--- config.mk ---
export PLATFORM = sky130hd
export DESIGN_NAME = epoch_redirect_ctrl
export DESIGN_NICKNAME = d
export VERILOG_FILES = /design/src/rtl/epoch_redirect_pkg.sv /design/src/rtl/sat_counter.sv /design/src/rtl/epoch_redirect_ctrl.sv
export SDC_FILE = /design/constraint.sdc
export NUM_CORES = 1
export LEC_CHECK = 0
export CORE_MARGIN = 4
export CORE_UTILIZATION = 41
export DETAILED_ROUTE_END_ITERATION = 16
export GPL_ROUTABILITY_DRIVEN = 0
export PLACE_DENSITY_LB_ADDON = 0.2
export REMOVE_ABC_BUFFERS = 1
export SLEW_MARGIN = 20
export SYNTH_ARGS = -nofsm -noshare
export SYNTH_HDL_FRONTEND = slang
export SYNTH_SLANG_ARGS = --single-unit
--- constraint.sdc ---
create_clock -name CLK -period 2.42 [get_ports CLK]
set_input_delay 0.484 -clock CLK [delete_from_list [all_inputs] [get_ports CLK]]
set_output_delay 0.484 -clock CLK [all_outputs]
set_load 0.05 [all_outputs]
--- src/rtl/epoch_redirect_pkg.sv ---
// rtl/epoch_redirect_pkg.sv - shared types and constants for the epoch redirect controller
package epoch_redirect_pkg;

    typedef enum logic [1:0] {
        IDLE     = 2'd0,
        REDIRECT = 2'd1,
        DRAIN    = 2'd2
    } state_t;

    typedef enum logic {
        SRC_EXE = 1'b0,
        SRC_WB  = 1'b1
    } src_t;

    localparam int DEF_DRAIN_CYCLES = 2;
    localparam int DRAIN_W          = $clog2(DEF_DRAIN_CYCLES + 1);

    // Drain counter width for an arbitrary window; never narrower than one bit
    // so a zero-length window still yields a legal vector.
    function automatic int calc_drain_w(input int cycles);
        return (cycles < 1) ? 1 : $clog2(cycles + 1);
    endfunction

endpackage

--- src/rtl/sat_counter.sv ---
// rtl/sat_counter.sv - saturating up-counter with synchronous clear
module sat_counter #(
    parameter int W = 16
) (
    input  logic         clk,
    input  logic         rst_n,
    input  logic         inc,
    input  logic         clear,
    output logic [W-1:0] count
);

    // Count increments; holds at all-ones instead of wrapping.
    always_ff @(posedge clk or negedge rst_n) begin
        if (!rst_n) begin
            count <= '0;
        end else if (clear) begin
            count <= '0;
        end else if (inc && (count != '1)) begin
            count <= count + W'(1);
        end
    end

endmodule

--- src/rtl/epoch_redirect_ctrl.sv ---
// rtl/epoch_redirect_ctrl.sv - arbitrates exe/trap redirects, toggles epochs, drives fetch redirect
module epoch_redirect_ctrl
    import epoch_redirect_pkg::*;
#(
    parameter int XLEN         = 64,
    parameter int DRAIN_CYCLES = 2,
    parameter int CNT_W        = 16
) (
    input  logic             CLK,
    input  logic             RST_N,
    input  logic             exe_redirect_valid,
    input  logic [XLEN-1:0]  exe_redirect_pc,
    input  logic             exe_redirect_epoch,
    input  logic             wb_trap_valid,
    input  logic [XLEN-1:0]  wb_trap_pc,
    input  logic             wb_trap_epoch,
    output logic             fetch_redirect_valid,
    output logic [XLEN-1:0]  fetch_redirect_pc,
    input  logic             fetch_redirect_ready,
    output logic             eepoch,
    output logic             wepoch,
    output logic             en_update_eepoch,
    output logic             en_update_wepoch,
    output logic             flush_busy,
    output logic [CNT_W-1:0] redirect_count
);

    localparam int DW = calc_drain_w(DRAIN_CYCLES);

    state_t          state, state_n;
    src_t            src, src_n;
    logic [XLEN-1:0] pc_q, pc_n;
    logic            valid_q, valid_n;
    logic [DW-1:0]   drain_cnt, drain_n;
    logic            eepoch_q, wepoch_q;
    logic            tog_e, tog_w;
    logic            pulse_e_q, pulse_w_q;
    logic            trap_live, exe_live;

    // A request only counts if it was issued under the epoch currently in force.
    assign trap_live = wb_trap_valid && (wb_trap_epoch == wepoch_q);
    assign exe_live  = exe_redirect_valid && (exe_redirect_epoch == eepoch_q);

    // Next-state logic: trap beats exe, trap may preempt a pending exe redirect.
    always_comb begin
        state_n = state;
        src_n   = src;
        pc_n    = pc_q;
        valid_n = valid_q;
        drain_n = drain_cnt;
        tog_e   = 1'b0;
        tog_w   = 1'b0;
        case (state)
            IDLE: begin
                if (trap_live) begin
                    state_n = REDIRECT;
                    src_n   = SRC_WB;
                    pc_n    = wb_trap_pc;
                    valid_n = 1'b1;
                    tog_w   = 1'b1;
                end else if (exe_live) begin
                    state_n = REDIRECT;
                    src_n   = SRC_EXE;
                    pc_n    = exe_redirect_pc;
                    valid_n = 1'b1;
                    tog_e   = 1'b1;
                end
            end
            REDIRECT: begin
                if (trap_live && (src == SRC_EXE)) begin
                    // Any coincident handshake consumed the old pc; offer the trap next.
                    src_n   = SRC_WB;
                    pc_n    = wb_trap_pc;
                    valid_n = 1'b1;
                    tog_w   = 1'b1;
                end else if (fetch_redirect_ready) begin
                    valid_n = 1'b0;
                    if (DRAIN_CYCLES == 0) begin
                        state_n = IDLE;
                        drain_n = '0;
                    end else begin
                        state_n = DRAIN;
                        drain_n = DW'(DRAIN_CYCLES);
                    end
                end
            end
            DRAIN: begin
                if (trap_live) begin
                    state_n = REDIRECT;
                    src_n   = SRC_WB;
                    pc_n    = wb_trap_pc;
                    valid_n = 1'b1;
                    tog_w   = 1'b1;
                    drain_n = '0;
                end else if (drain_cnt <= DW'(1)) begin
                    state_n = IDLE;
                    drain_n = '0;
                end else begin
                    drain_n = drain_cnt - DW'(1);
                end
            end
            default: begin
                state_n = IDLE;
                valid_n = 1'b0;
                drain_n = '0;
            end
        endcase
    end

    // State, redirect payload, epochs and one-cycle update pulses.
    always_ff @(posedge CLK or negedge RST_N) begin
        if (!RST_N) begin
            state     <= IDLE;
            src       <= SRC_EXE;
            pc_q      <= '0;
            valid_q   <= 1'b0;
            drain_cnt <= '0;
            eepoch_q  <= 1'b0;
            wepoch_q  <= 1'b0;
            pulse_e_q <= 1'b0;
            pulse_w_q <= 1'b0;
        end else begin
            state     <= state_n;
            src       <= src_n;
            pc_q      <= pc_n;
            valid_q   <= valid_n;
            drain_cnt <= drain_n;
            eepoch_q  <= eepoch_q ^ tog_e;
            wepoch_q  <= wepoch_q ^ tog_w;
            pulse_e_q <= tog_e;
            pulse_w_q <= tog_w;
        end
    end

    sat_counter #(
        .W(CNT_W)
    ) u_count (
        .clk   (CLK),
        .rst_n (RST_N),
        .inc   (tog_e | tog_w),
        .clear (1'b0),
        .count (redirect_count)
    );

    assign fetch_redirect_valid = valid_q;
    assign fetch_redirect_pc    = pc_q;
    assign eepoch               = eepoch_q;
    assign wepoch               = wepoch_q;
    assign en_update_eepoch     = pulse_e_q;
    assign en_update_wepoch     = pulse_w_q;
    assign flush_busy           = (state != IDLE);

endmodule

==> results of run 1 <==
-- what timing repair did --
item | CTS | global route
hold endpoints to repair | 0 | 0
resized for setup | 0 | 2
setup endpoints to repair | 0 | 2
-- metal layers --
metal	GRT usage	up-vias	routed length (um)
met2	0.377	139	6810
met3	0.0554	16	864
li1	-	1916	-
met4	0.0633	0	261
met5	0	-	0
met1	0.231	1834	4900
-- worst max-delay path, cell delays in order (launching register included) --
cell	delay (ps)
sky130_fd_sc_hd__dfrtp_1	400
sky130_fd_sc_hd__inv_1	90
sky130_fd_sc_hd__ha_1	280
sky130_fd_sc_hd__or2_2	330
sky130_fd_sc_hd__o31a_1	170
sky130_fd_sc_hd__a221oi_4	320
sky130_fd_sc_hd__buf_12	190
sky130_fd_sc_hd__buf_12	170
sky130_fd_sc_hd__nor2_1	50
sky130_fd_sc_hd__a21oi_1	140
-- layout make-up --
cell class | count | area, um2
Clock buffer | 11 | 141
Tap cell | 136 | 170
Sequential cell | 90 | 2250
Timing Repair Buffer | 242 | 2450
Fill cell | 827 | 3220
Clock inverter | 5 | 77.6
Multi-Input combinational cell | 300 | 2040
Inverter | 5 | 18.8
-- cell usage in the layout, fill, tap and decap left out, drive strengths merged, types with 2 or more instances in the layout --
cell             n
and3             2
clkbuf          11
nor3             3
nor2b            3
and4             2
and2             2
o21ai            5
nor2            75
mux2i           64
xnor2            4
nand2b           3
xor2            15
a2111oi          2
nor4             4
nand2           12
buf             24
clkdlybuf4s50  218
nor4b            4
a21oi           70
nand3            6
dfrtp           90
mux2             4
or3              2
clkinv           2
ha               5
inv              5
bufinv           2
and4bb           2
or2              3
-- worst min-delay path by stage --
stage                                        end                     startpoint  slack (ps)
2_1_floorplan           drain_cnt[0]$_DFFE_PN0P_                          RST_N         190
3_3_place_gp       u_count.count[11]$_DFFE_PN0P_  u_count.count[11]$_DFFE_PN0P_         480
3_5_place_dp       u_count.count[11]$_DFFE_PN0P_  u_count.count[11]$_DFFE_PN0P_         490
4_1_cts        fetch_redirect_pc[17]$_DFFE_PN0P_                          RST_N         140
5_1_grt        fetch_redirect_pc[17]$_DFFE_PN0P_                          RST_N         150
6_report       fetch_redirect_pc[17]$_DFFE_PN0P_                          RST_N         120
-- registers in the layout (all words and copies together) (netlist names) --
register / cells
eepoch: 1
fetch_redirect_valid: 1
fetch_redirect_pc: 64
en_update_wepoch: 1
wepoch: 1
drain_cnt: 2
en_update_eepoch: 1
u_count.count: 16
state: 2
src: 1
-- logic make-up (layout without fill, tap and decap cells) --
logic type | after synthesis | in the layout | share of synthesized area
simple gates | 125 | 125 | 0.139
flops | 90 | 90 | 0.512
compound gates | 83 | 83 | 0.110
mux | 68 | 68 | 0.156
buf+inv | 27 | 263 | 0.0316
xor+xnor | 19 | 19 | 0.0378
fa+ha+maj | 5 | 5 | 0.0142
-- power breakdown --
part           switching, mW  internal [mW]  leakage (nW)
clock network          0.518          0.608         0.109
registers              0.425           2.21          1.04
logic                   4.64           2.88          1.87
==> key figures, run 1 <==
Setup path
  • Type of the setup path with the least slack: flip-flop to flip-flop
  • Crit path arrival time: 2480 ps
  • Reg-to-reg setup timing slack: 190 ps
  • Source of the critical timing path: state[0]$_DFFE_PN0P_
  • R2r startpoint: state[0]$_DFFE_PN0P_
  • Path depth of the worst reg2reg path: 9
  • Crit path launch type: flip-flop
  • Critical Path RT: around 2700 ps
  • Capture instance of the worst register-to-register path: fetch_redirect_pc[30]$_DFFE_PN0P_
  • Endpoint class of the critical path: flip-flop
  • Critical path destination: fetch_redirect_pc[30]$_DFFE_PN0P_
  • Worst-path fanout max: 27

Drt
  • DRC marker count from the first detailed-route iteration: 140
  • Routed wirelength normalized by instance count: roughly 16 um
  • Count of vias placed by the detailed router: 3905
  • Initial DRT Pass Iterations: 5
  • Post-DRT Antenna Nets: 0
  • Final wirelength: 12800 um
  • Post-route DRC: 0
  • Vias per inst: slightly below 5

Clocking
  • Number of setup buffers added after CTS: 0
  • Number of buffers on the longest clock path: 2
  • H-tree levels: 3
  • CTS clock-pin slew for the worst setup and hold paths: around 90 ps
  • Skew-Pair Late Insertion Delay: about 340 ps
  • TritonCTS Buffers: 9
  • Root cell of the clock tree: sky130_fd_sc_hd__clkbuf_8
  • # clock sinks: 90
  • Number of buffers inserted by hold repair at cts: 0
  • CTS tree: yes

Flow run
  • Max-cap violation count: 0

Placed design
  • Post-Place Worst Slack: -170 ps
  • Count of input and output buffers: 220
  • HPWL reported at the end of detailed placement: approximately 10000 um
  • Dpl cells: between 700 and 800
  • Area post-placement: ~0.0069 mm2

Layout
  • Layout cell share with drive strength beyond 1: 0.0888
  • Post-route standard cell area excluding fillers: 0.00715 mm2
  • Finished Layout Cells: around 800
  • # nets final: ~790
  • Growth of design area from synthesis to finish: 62.4%
  • Count of inserted antenna diode cells: 0
  • Final core utilization: 0.689

Floorplanning
  • Placement Rows: 37
  • Floorplan Core Area: ~0.010 mm2
  • Die Area: ~0.012 mm2
  • Boundary Pins: 221
  • Die Y: 112 um
  • Starting density of the core: 0.424
  • Horizontal die dimension: about 110 um

Synthesis
  • Count of yosys warnings during synthesis: 0
  • Commonest cells in the synthesized netlist: sky130_fd_sc_hd__dfrtp_1 (90), sky130_fd_sc_hd__nor2_1 (74), sky130_fd_sc_hd__a21oi_1 (70)
  • Ys async rst share: 1.00
  • Average cell area after synthesis: 10.6 um2
  • Number of distinct library cell variants in the gate-level netlist after synthesis: 39
  • Top cell type's share of synthesized area: 0.512
  • Most used standard cell by instance count after synthesis: sky130_fd_sc_hd__dfrtp_1
  • Cell count after synthesis: around 420
  • Post-synthesis sequential area ratio: 0.512
  • Top area cells in the synthesized netlist: sky130_fd_sc_hd__dfrtp_1 (51%), sky130_fd_sc_hd__mux2i_1 (15%), sky130_fd_sc_hd__a21oi_1 (8.0%)
  • Mapped cell area: around 0.0044 mm2
  • Total of flip-flops plus latches after synthesis: 90
  • Number of enable-type register cells in the synthesized netlist: 0
  • Cell type with the highest aggregate area in the netlist: sky130_fd_sc_hd__dfrtp_1
  • Most used flip-flop cell after synthesis: sky130_fd_sc_hd__dfrtp_1

STA
  • Setup-failing EPs final: 0
  • Number of hold-slack violations in the final timing report: 0
  • RSZ-0062 raised after global routing: no
  • Slack of the critical path: roughly 190 ps
  • Final total negative setup slack: 0 ps
  • Final critical delay including setup and external delays: between 2000 and 2500 ps
  • Period Utilization, post-route: 0.921
  • Worst slack on hold paths: ~120 ps
  • Max Clock Skew: between 10 and 15 ps
  • Final max-slew violation count: 0
  • Slew Limit Headroom: 0.619
  • Measured slew at the worst slew-check pin: between 500 and 600 ps
  • Highest Clock Rate: roughly 450 MHz

Global routing
  • Initial antenna violation count: 0
  • Vias in the first global route: slightly above 4000
  • Wire length of the first global-routing pass: a little over 20000 um
  • Gr usage total: 0.205
  • Largest net degree at the start of global routing: 49
  • GRT overflow: 0

Power and ir drop
  • Design Power: approximately 11 mW
  • Lkg Pwr: between 3 and 4 nW
  • Maximum vdd drop: 0.000739 V
  • Power density of the placed cells: around 1600 mW/mm2

Hold path
  • Worst min-delay path category: input port to async pin

Status
  • Outcome: complete, no violations
No activity file was read; power rests on OpenSTA's default activity.
==> inputs of run 2 (changes only) <==
--- a/config.mk
+++ b/config.mk
@@ -5,8 +5,10 @@
 export SDC_FILE = /design/constraint.sdc
 export NUM_CORES = 1
 export LEC_CHECK = 0
+export CELL_PAD_IN_SITES_DETAIL_PLACEMENT = 1
+export CELL_PAD_IN_SITES_GLOBAL_PLACEMENT = 1
 export CORE_MARGIN = 4
-export CORE_UTILIZATION = 41
+export CORE_UTILIZATION = 30
 export DETAILED_ROUTE_END_ITERATION = 16
 export GPL_ROUTABILITY_DRIVEN = 0
 export PLACE_DENSITY_LB_ADDON = 0.2
==> key figures, run 2 (same netlist as run 1, synthesis figures left out) <==
Drt
  • Final wirelength: 14800 um (+15%)
  • DRC marker count from the first detailed-route iteration: 141 (+0.71%)
  • Initial DRT Pass Iterations: 4 (-1)
  • Routed wirelength normalized by instance count: 17.5 um (+7.6%)
  • Met2 wirelength from detailed routing: 7830 um (+15%)
  • Post-DRT Antenna Nets: 0 (unchanged)
  • Count of vias placed by the detailed router: 3987 (+2.1%)
  • Post-route DRC: 0 (unchanged)
  • Highest metal used: met4
  • Amount of wire on met3 after detailed routing: 846 um (-2.1%)
  • Detailed-route wire length on metal 1: 5830 um (+19%)
  • Vias per inst: 4.71 (-4.9%)

STA
  • Max Clock Skew: 8.33 ps (-4.74 ps)
  • Final critical delay including setup and external delays: 2260 ps (+29.8 ps)
  • Number of hold-slack violations in the final timing report: 0 (unchanged)
  • Setup-failing EPs final: 0 (unchanged)
  • Slew Limit Headroom: 0.603 (-0.0152)
  • Period Utilization, post-route: 0.934 (+0.0123)
  • Highest Clock Rate: 443 MHz (-1.3%)
  • Measured slew at the worst slew-check pin: 595 ps (+22.7 ps)
  • Final max-slew violation count: 0 (unchanged)
  • RSZ-0062 raised after global routing: no

Setup path
  • Buffering stage count on the worst path with inverters included: 3 (unchanged)
  • Series of cell instances along the critical path: clkdlybuf4s50_1 -> xor2_1 -> or3_1 -> a221oi_4 -> buf_12 -> buf_4 -> nor2_1 -> a21oi_1
  • Slowest stage delay, CP: 450 ps (+50 ps)
  • Slowest library cell on the worst path: sky130_fd_sc_hd__clkdlybuf4s50_1
  • Type of the setup path with the least slack: input port to flip-flop
  • Crit path arrival time: 2510 ps (+30 ps)
  • Endpoint class of the critical path: flip-flop
  • Critical Path RT: 2670 ps (about the same)
  • Worst-path fanout max: 14 (-48%)
  • Top cell family by delay on the critical path: buffers and inverters
  • Crit path launch type: input port

Layout
  • Growth of design area from synthesis to finish: 68.1%
  • Filler instances: 1582 (+91%)
  • # nets final: 798 (+1.3%)
  • Layout cell share with drive strength beyond 1: 0.0995 (+0.0107)
  • Most common cell after layout, fill and taps aside: sky130_fd_sc_hd__clkdlybuf4s50_1
  • Commonest cells after routing, fill and taps aside: sky130_fd_sc_hd__clkdlybuf4s50_1 (218), sky130_fd_sc_hd__dfrtp_1 (90), sky130_fd_sc_hd__nor2_1 (73)
  • Flip-flop count of the largest register after layout: 64 (unchanged)
  • Post-route standard cell area excluding fillers: 0.00740 mm2 (+3.5%)
  • Count of inserted antenna diode cells: 0 (unchanged)

Placed design
  • Count of input and output buffers: 220 (unchanged)
  • Area post-placement: 0.00708 mm2 (+2.3%)
  • HPWL reported at the end of detailed placement: 11900 um (+16%)

Clocking
  • H-tree levels: 3 (unchanged)
  • Skew-Pair Late Insertion Delay: 340 ps (about the same)
  • TritonCTS Buffers: 9 (unchanged)
  • # clock sinks: 90 (unchanged)
  • CTS clock-pin slew for the worst setup and hold paths: 60 ps (-30 ps)
  • Number of buffers on the longest clock path: 2 (unchanged)
  • Number of setup buffers added after CTS: 0 (unchanged)
  • PostCTS Resize Cnt: 0 (unchanged)
  • Root cell of the clock tree: sky130_fd_sc_hd__clkbuf_16
  • CTS tree: yes
  • Number of buffers inserted by hold repair at cts: 0 (unchanged)

Global routing
  • Initial antenna violation count: 0 (unchanged)
  • Largest net degree at the start of global routing: 48 (-2.0%)
  • Vias in the first global route: 4508 (+11%)
  • Gr usage total: 0.185 (-0.0197)
  • Wire length of the first global-routing pass: 24100 um (+16%)
  • GRT overflow: 0 (unchanged)

Floorplanning
  • Starting density of the core: 0.304 (-0.120)
  • Floorplan Core Area: 0.0145 mm2 (+40%)
  • Boundary Pins: 221 (unchanged)
  • Die Y: 129 um (+16%)
  • Horizontal die dimension: 129 um (+16%)
  • Die Area: 0.0167 mm2 (+34%)
  • Placement Rows: 44 (+19%)

Hold path
  • Worst min-delay path category: input port to async pin

Power and ir drop
  • Design Power: 12.1 mW (+6.8%)
  • Maximum vdd drop: 0.000822 V (+11%)
  • Power density of the placed cells: 1630 mW/mm2 (+3.2%)
  • Lkg Pwr: 3.12 nW (+3.4%)

Status
  • Outcome: complete, no violations

Flow run
  • Max-cap violation count: 0 (unchanged)
-- run 2: changes by cell type in the layout (fill, tap and decap cells not counted) --
cell / delta
sky130_fd_sc_hd__buf_4: +9
sky130_fd_sc_hd__clkbuf_16: +9
sky130_fd_sc_hd__clkinv_2: -2
sky130_fd_sc_hd__clkbuf_1: +1
sky130_fd_sc_hd__buf_12: +2
sky130_fd_sc_hd__bufinv_16: -1
sky130_fd_sc_hd__nor4_2: -1
sky130_fd_sc_hd__clkinvlp_4: -1
sky130_fd_sc_hd__buf_6: -1
sky130_fd_sc_hd__clkbuf_8: -6
sky130_fd_sc_hd__nor4_1: +1
-- run 2: layout make-up --
| type | instances | area [um2] | share of cell area |
|---|---|---|---|
| clock buffers | 15 | 288 | 0.0389 |
| clock inverters | 1 | 30.0 | 0.00406 |
| inverters | 5 | 18.8 | 0.00254 |
| multi-input cells | 300 | 2030 | 0.274 |
| flip-flops and latches | 90 | 2250 | 0.304 |
| well taps | 184 | 230 | 0.0311 |
| repair buffers | 252 | 2550 | 0.345 |
-- run 2: worst paths after layout --
path / slack (ps) / startpoint / cells past startpoint / endpoint
worst min register to register: 480 / u_count.count[5]$_DFFE_PN0P_ / 1 / u_count.count[5]$_DFFE_PN0P_
min in group CLK: 480 / u_count.count[5]$_DFFE_PN0P_ / 1 / u_count.count[5]$_DFFE_PN0P_
max in group asynchronous: 1600 / RST_N / 2 / fetch_redirect_pc[40]$_DFFE_PN0P_
worst max-delay path: 160 / wb_trap_epoch / 8 / fetch_redirect_pc[22]$_DFFE_PN0P_
worst min-delay path: 140 / RST_N / 1 / fetch_redirect_pc[29]$_DFFE_PN0P_
worst max register to register: 180 / state[0]$_DFFE_PN0P_ / 9 / fetch_redirect_pc[22]$_DFFE_PN0P_
-- run 2: through the flow --
step	hold WS [ps]	setup TNS [ps]	utilization	worst slack (ps)	std cells
floorplan	188	-221900	-	-3410	395
global placement	477	-3550	0.489	-93.2	831
detailed placement	476	-7530	0.489	-211	831
CTS	161	0	0.511	158	847
global route	184	0	0.511	27.7	847
finish	145	0	0.511	161	847
-- run 2: worst reg2reg max path: stages, from the launching register on --
cell and delay, ps:
sky130_fd_sc_hd__dfrtp_1 390, sky130_fd_sc_hd__inv_1 80, sky130_fd_sc_hd__ha_1 280, sky130_fd_sc_hd__or2_2 330, sky130_fd_sc_hd__o31a_1 170, sky130_fd_sc_hd__a221oi_4 290
sky130_fd_sc_hd__buf_12 200, sky130_fd_sc_hd__buf_4 220, sky130_fd_sc_hd__nor2_1 70, sky130_fd_sc_hd__a21oi_1 140
-- run 2: per-layer routing --
metal	vias to the layer above	GRT usage
met1	1925	0.216
met2	115	0.331
met4	0	0.0655
met3	15	0.0445
met5	-	0
li1	1932	-
-- run 2: report_power, final --
| part | switching (mW) | leakage [nW] | internal (mW) |
|---|---|---|---|
| clock network | 0.565 | 0.156 | 0.915 |
| registers | 0.434 | 1.04 | 2.21 |
| logic | 4.82 | 1.93 | 3.10 |
| total | 5.82 | 3.12 | 6.23 |
==> inputs of run 3 (changes only) <==
--- a/config.mk
+++ b/config.mk
@@ -8,8 +8,9 @@
 export CELL_PAD_IN_SITES_DETAIL_PLACEMENT = 1
 export CELL_PAD_IN_SITES_GLOBAL_PLACEMENT = 1
 export CORE_MARGIN = 4
-export CORE_UTILIZATION = 30
+export CORE_UTILIZATION = 46
 export DETAILED_ROUTE_END_ITERATION = 16
+export DONT_BUFFER_PORTS = 1
 export GPL_ROUTABILITY_DRIVEN = 0
 export PLACE_DENSITY_LB_ADDON = 0.2
 export REMOVE_ABC_BUFFERS = 1
==> key figures, run 3 (same netlist as run 1, synthesis figures left out) <==
Status
  • Outcome: finished with violations
  • Violated checks: hold timing

Floorplanning
  • Die Y: 106 um (-18%)
  • Boundary Pins: 221 (unchanged)
  • Placement Rows: 35 (-20%)
  • Die Area: 0.0112 mm2 (-33%)
  • Floorplan Core Area: 0.00928 mm2 (-36%)
  • Starting density of the core: 0.474 (+0.170)
  • Horizontal die dimension: 106 um (-18%)

Drt
  • Post-DRT Antenna Nets: 0 (unchanged)
  • Count of vias placed by the detailed router: 3227 (-19%)
  • Initial DRT Pass Iterations: 4 (unchanged)
  • Final wirelength: 11800 um (-20%)
  • Vias per inst: 5.64 (+20%)
  • Routed wirelength normalized by instance count: 20.7 um (+18%)
  • DRC marker count from the first detailed-route iteration: 112 (-21%)
  • Post-route DRC: 0 (unchanged)

Clocking
  • Number of buffers on the longest clock path: 2 (unchanged)
  • CTS tree: yes
  • H-tree levels: 3 (unchanged)
  • # clock sinks: 90 (unchanged)
  • CTS clock-pin slew for the worst setup and hold paths: 100 ps (+40 ps)
  • TritonCTS Buffers: 9 (unchanged)
  • Root cell of the clock tree: sky130_fd_sc_hd__clkbuf_8
  • Skew-Pair Late Insertion Delay: 350 ps (about the same)

STA
  • RSZ-0062 raised after global routing: no
  • Worst slack on hold paths: -183 ps (-328 ps)
  • Measured slew at the worst slew-check pin: 673 ps (+77.8 ps)
  • Period Utilization, post-route: 0.930 (-0.00358)
  • Final max-slew violation count: 0 (unchanged)
  • Highest Clock Rate: 444 MHz (+0.38%)
  • Setup-failing EPs final: 0 (unchanged)
  • Max Clock Skew: 14.8 ps (+6.47 ps)
  • Number of hold-slack violations in the final timing report: 90 (+90)
  • Slack of the critical path: 170 ps (+8.66 ps)
  • Final critical delay including setup and external delays: 2250 ps (-8.67 ps)
  • Slew Limit Headroom: 0.552 (-0.0519)

Setup path
  • Critical Path RT: 2690 ps (+20 ps)
  • Reg-to-reg setup timing slack: 170 ps (about the same)
  • Capture instance of the worst register-to-register path: fetch_redirect_pc[34]$_DFFE_PN0P_
  • Endpoint class of the critical path: flip-flop
  • Source of the critical timing path: state[0]$_DFFE_PN0P_
  • Worst-path fanout max: 21 (+7)
  • Crit path arrival time: 2520 ps (about the same)
  • Type of the setup path with the least slack: flip-flop to flip-flop
  • Crit path launch type: flip-flop
  • Slowest stage delay, CP: 420 ps (-30 ps)
  • R2r startpoint: state[0]$_DFFE_PN0P_
  • Slowest library cell on the worst path: sky130_fd_sc_hd__dfrtp_1
  • Series of cell instances along the critical path: inv_1 -> ha_2 -> or2_2 -> o31a_1 -> a221oi_4 -> buf_4 -> buf_6 -> nor2_1 -> a21oi_1
  • Path depth of the worst reg2reg path: 9 (unchanged)

Layout
  • Most common cell after layout, fill and taps aside: sky130_fd_sc_hd__dfrtp_1
  • Storage element area: 0.00225 mm2 (unchanged)
  • Commonest cells after routing, fill and taps aside: sky130_fd_sc_hd__dfrtp_1 (90), sky130_fd_sc_hd__nor2_1 (73), sky130_fd_sc_hd__a21oi_1 (70)
  • Layout cell share with drive strength beyond 1: 0.156 (+0.0562)
  • Filler instances: 1013 (-36%)
  • Area of the multi-input gates: 0.00205 mm2 (+0.86%)
  • Growth of design area from synthesis to finish: 12.1%
  • Final core utilization: 0.532 (+0.0206)
  • Count of inserted antenna diode cells: 0 (unchanged)
  • # nets final: 578 (-28%)
  • Flip-flop count of the largest register after layout: 64 (unchanged)

Flow run
  • Max-cap violation count: 0 (unchanged)

Placed design
  • Count of input and output buffers: 0 (-100%)
  • HPWL reported at the end of detailed placement: 8700 um (-27%)
  • Post-Place Worst Slack: 95.3 ps (+306 ps)

Global routing
  • Initial antenna violation count: 0 (unchanged)
  • GRT overflow: 0 (unchanged)
  • Gr usage total: 0.202 (+0.0169)
  • Largest net degree at the start of global routing: 91 (+90%)
  • Wire length of the first global-routing pass: 18000 um (-25%)
  • Vias in the first global route: 3442 (-24%)

Hold path
  • Worst min-delay path category: input port to async pin
run 3: changes by cell type in the layout (fill, tap and decap cells not counted), moves of 2 or more:
cell | previous run | this run
sky130_fd_sc_hd__clkinvlp_4 | 0 | 3
sky130_fd_sc_hd__buf_4 | 25 | 28
sky130_fd_sc_hd__ha_2 | 0 | 2
sky130_fd_sc_hd__clkinv_2 | 0 | 2
sky130_fd_sc_hd__buf_12 | 9 | 2
sky130_fd_sc_hd__clkdlybuf4s50_1 | 218 | 0
sky130_fd_sc_hd__ha_1 | 5 | 3
sky130_fd_sc_hd__clkbuf_8 | 4 | 9
sky130_fd_sc_hd__clkbuf_16 | 9 | 1
run 3: repair_timing:
action	in CTS	in global routing
setup buffers	0	3
hold endpoints to repair	90	90
endpoints found under the setup margin	0	37
resized for setup	0	8
run 3: area by class of cell:
type                            count  share of cell area
Timing Repair Buffer               32              0.0581
Multi-Input combinational cell    300               0.415
Sequential cell                    90               0.456
Clock buffer                       10              0.0259
Clock inverter                      6             0.00837
Inverter                            5             0.00380
Tap cell                          129              0.0327
run 3: critical path: cells and delay by family, from the launching register on:
family	cells	cell delay [ps]
AND/OR/NAND/NOR	2	380
adder cells (fa/ha/maj)	1	230
AO/OA/AOI/OAI	3	650
buffers and inverters	3	520
flip-flops	1	420
run 3: per-layer routing:
| metal | GRT usage | vias to the layer above | routed length (um) |
|---|---|---|---|
| li1 | - | 1489 | - |
| met1 | 0.235 | 1590 | 4530 |
| met2 | 0.362 | 131 | 6270 |
| met3 | 0.0539 | 17 | 822 |
| met4 | 0.0638 | 0 | 196 |
| met5 | 0 | - | 0 |
run 3: worst max path at each step:
| stage | end | cells past startpoint |
|---|---|---|
| floorplan | fetch_redirect_pc[0]$_DFFE_PN0P_ | 5 |
| global placement | u_count.count[14]$_DFFE_PN0P_ | 7 |
| detailed placement | fetch_redirect_pc[47]$_DFFE_PN0P_ | 8 |
| CTS | fetch_redirect_pc[47]$_DFFE_PN0P_ | 8 |
| global route | u_count.count[15]$_DFFE_PN0P_ | 8 |
| finish | fetch_redirect_pc[34]$_DFFE_PN0P_ | 9 |
run 3: metrics by stage:
| step | std cells | hold slack [ps] | area [um2] | TNS (ps) |
|---|---|---|---|---|
| finish | 572 | -183 | 4930 | 0 |
| global route | 572 | -215 | 4930 | 0 |
| CTS | 567 | -200 | 4860 | 0 |
| detailed placement | 551 | 190 | 4690 | 0 |
| global placement | 551 | 190 | 4690 | 0 |
| floorplan | 395 | 188 | 4280 | -221900 |
Power of run 3 is left out: the tool's default activity adds up to more than one toggle a clock period on the data nets, which glitch-free logic cannot reach.
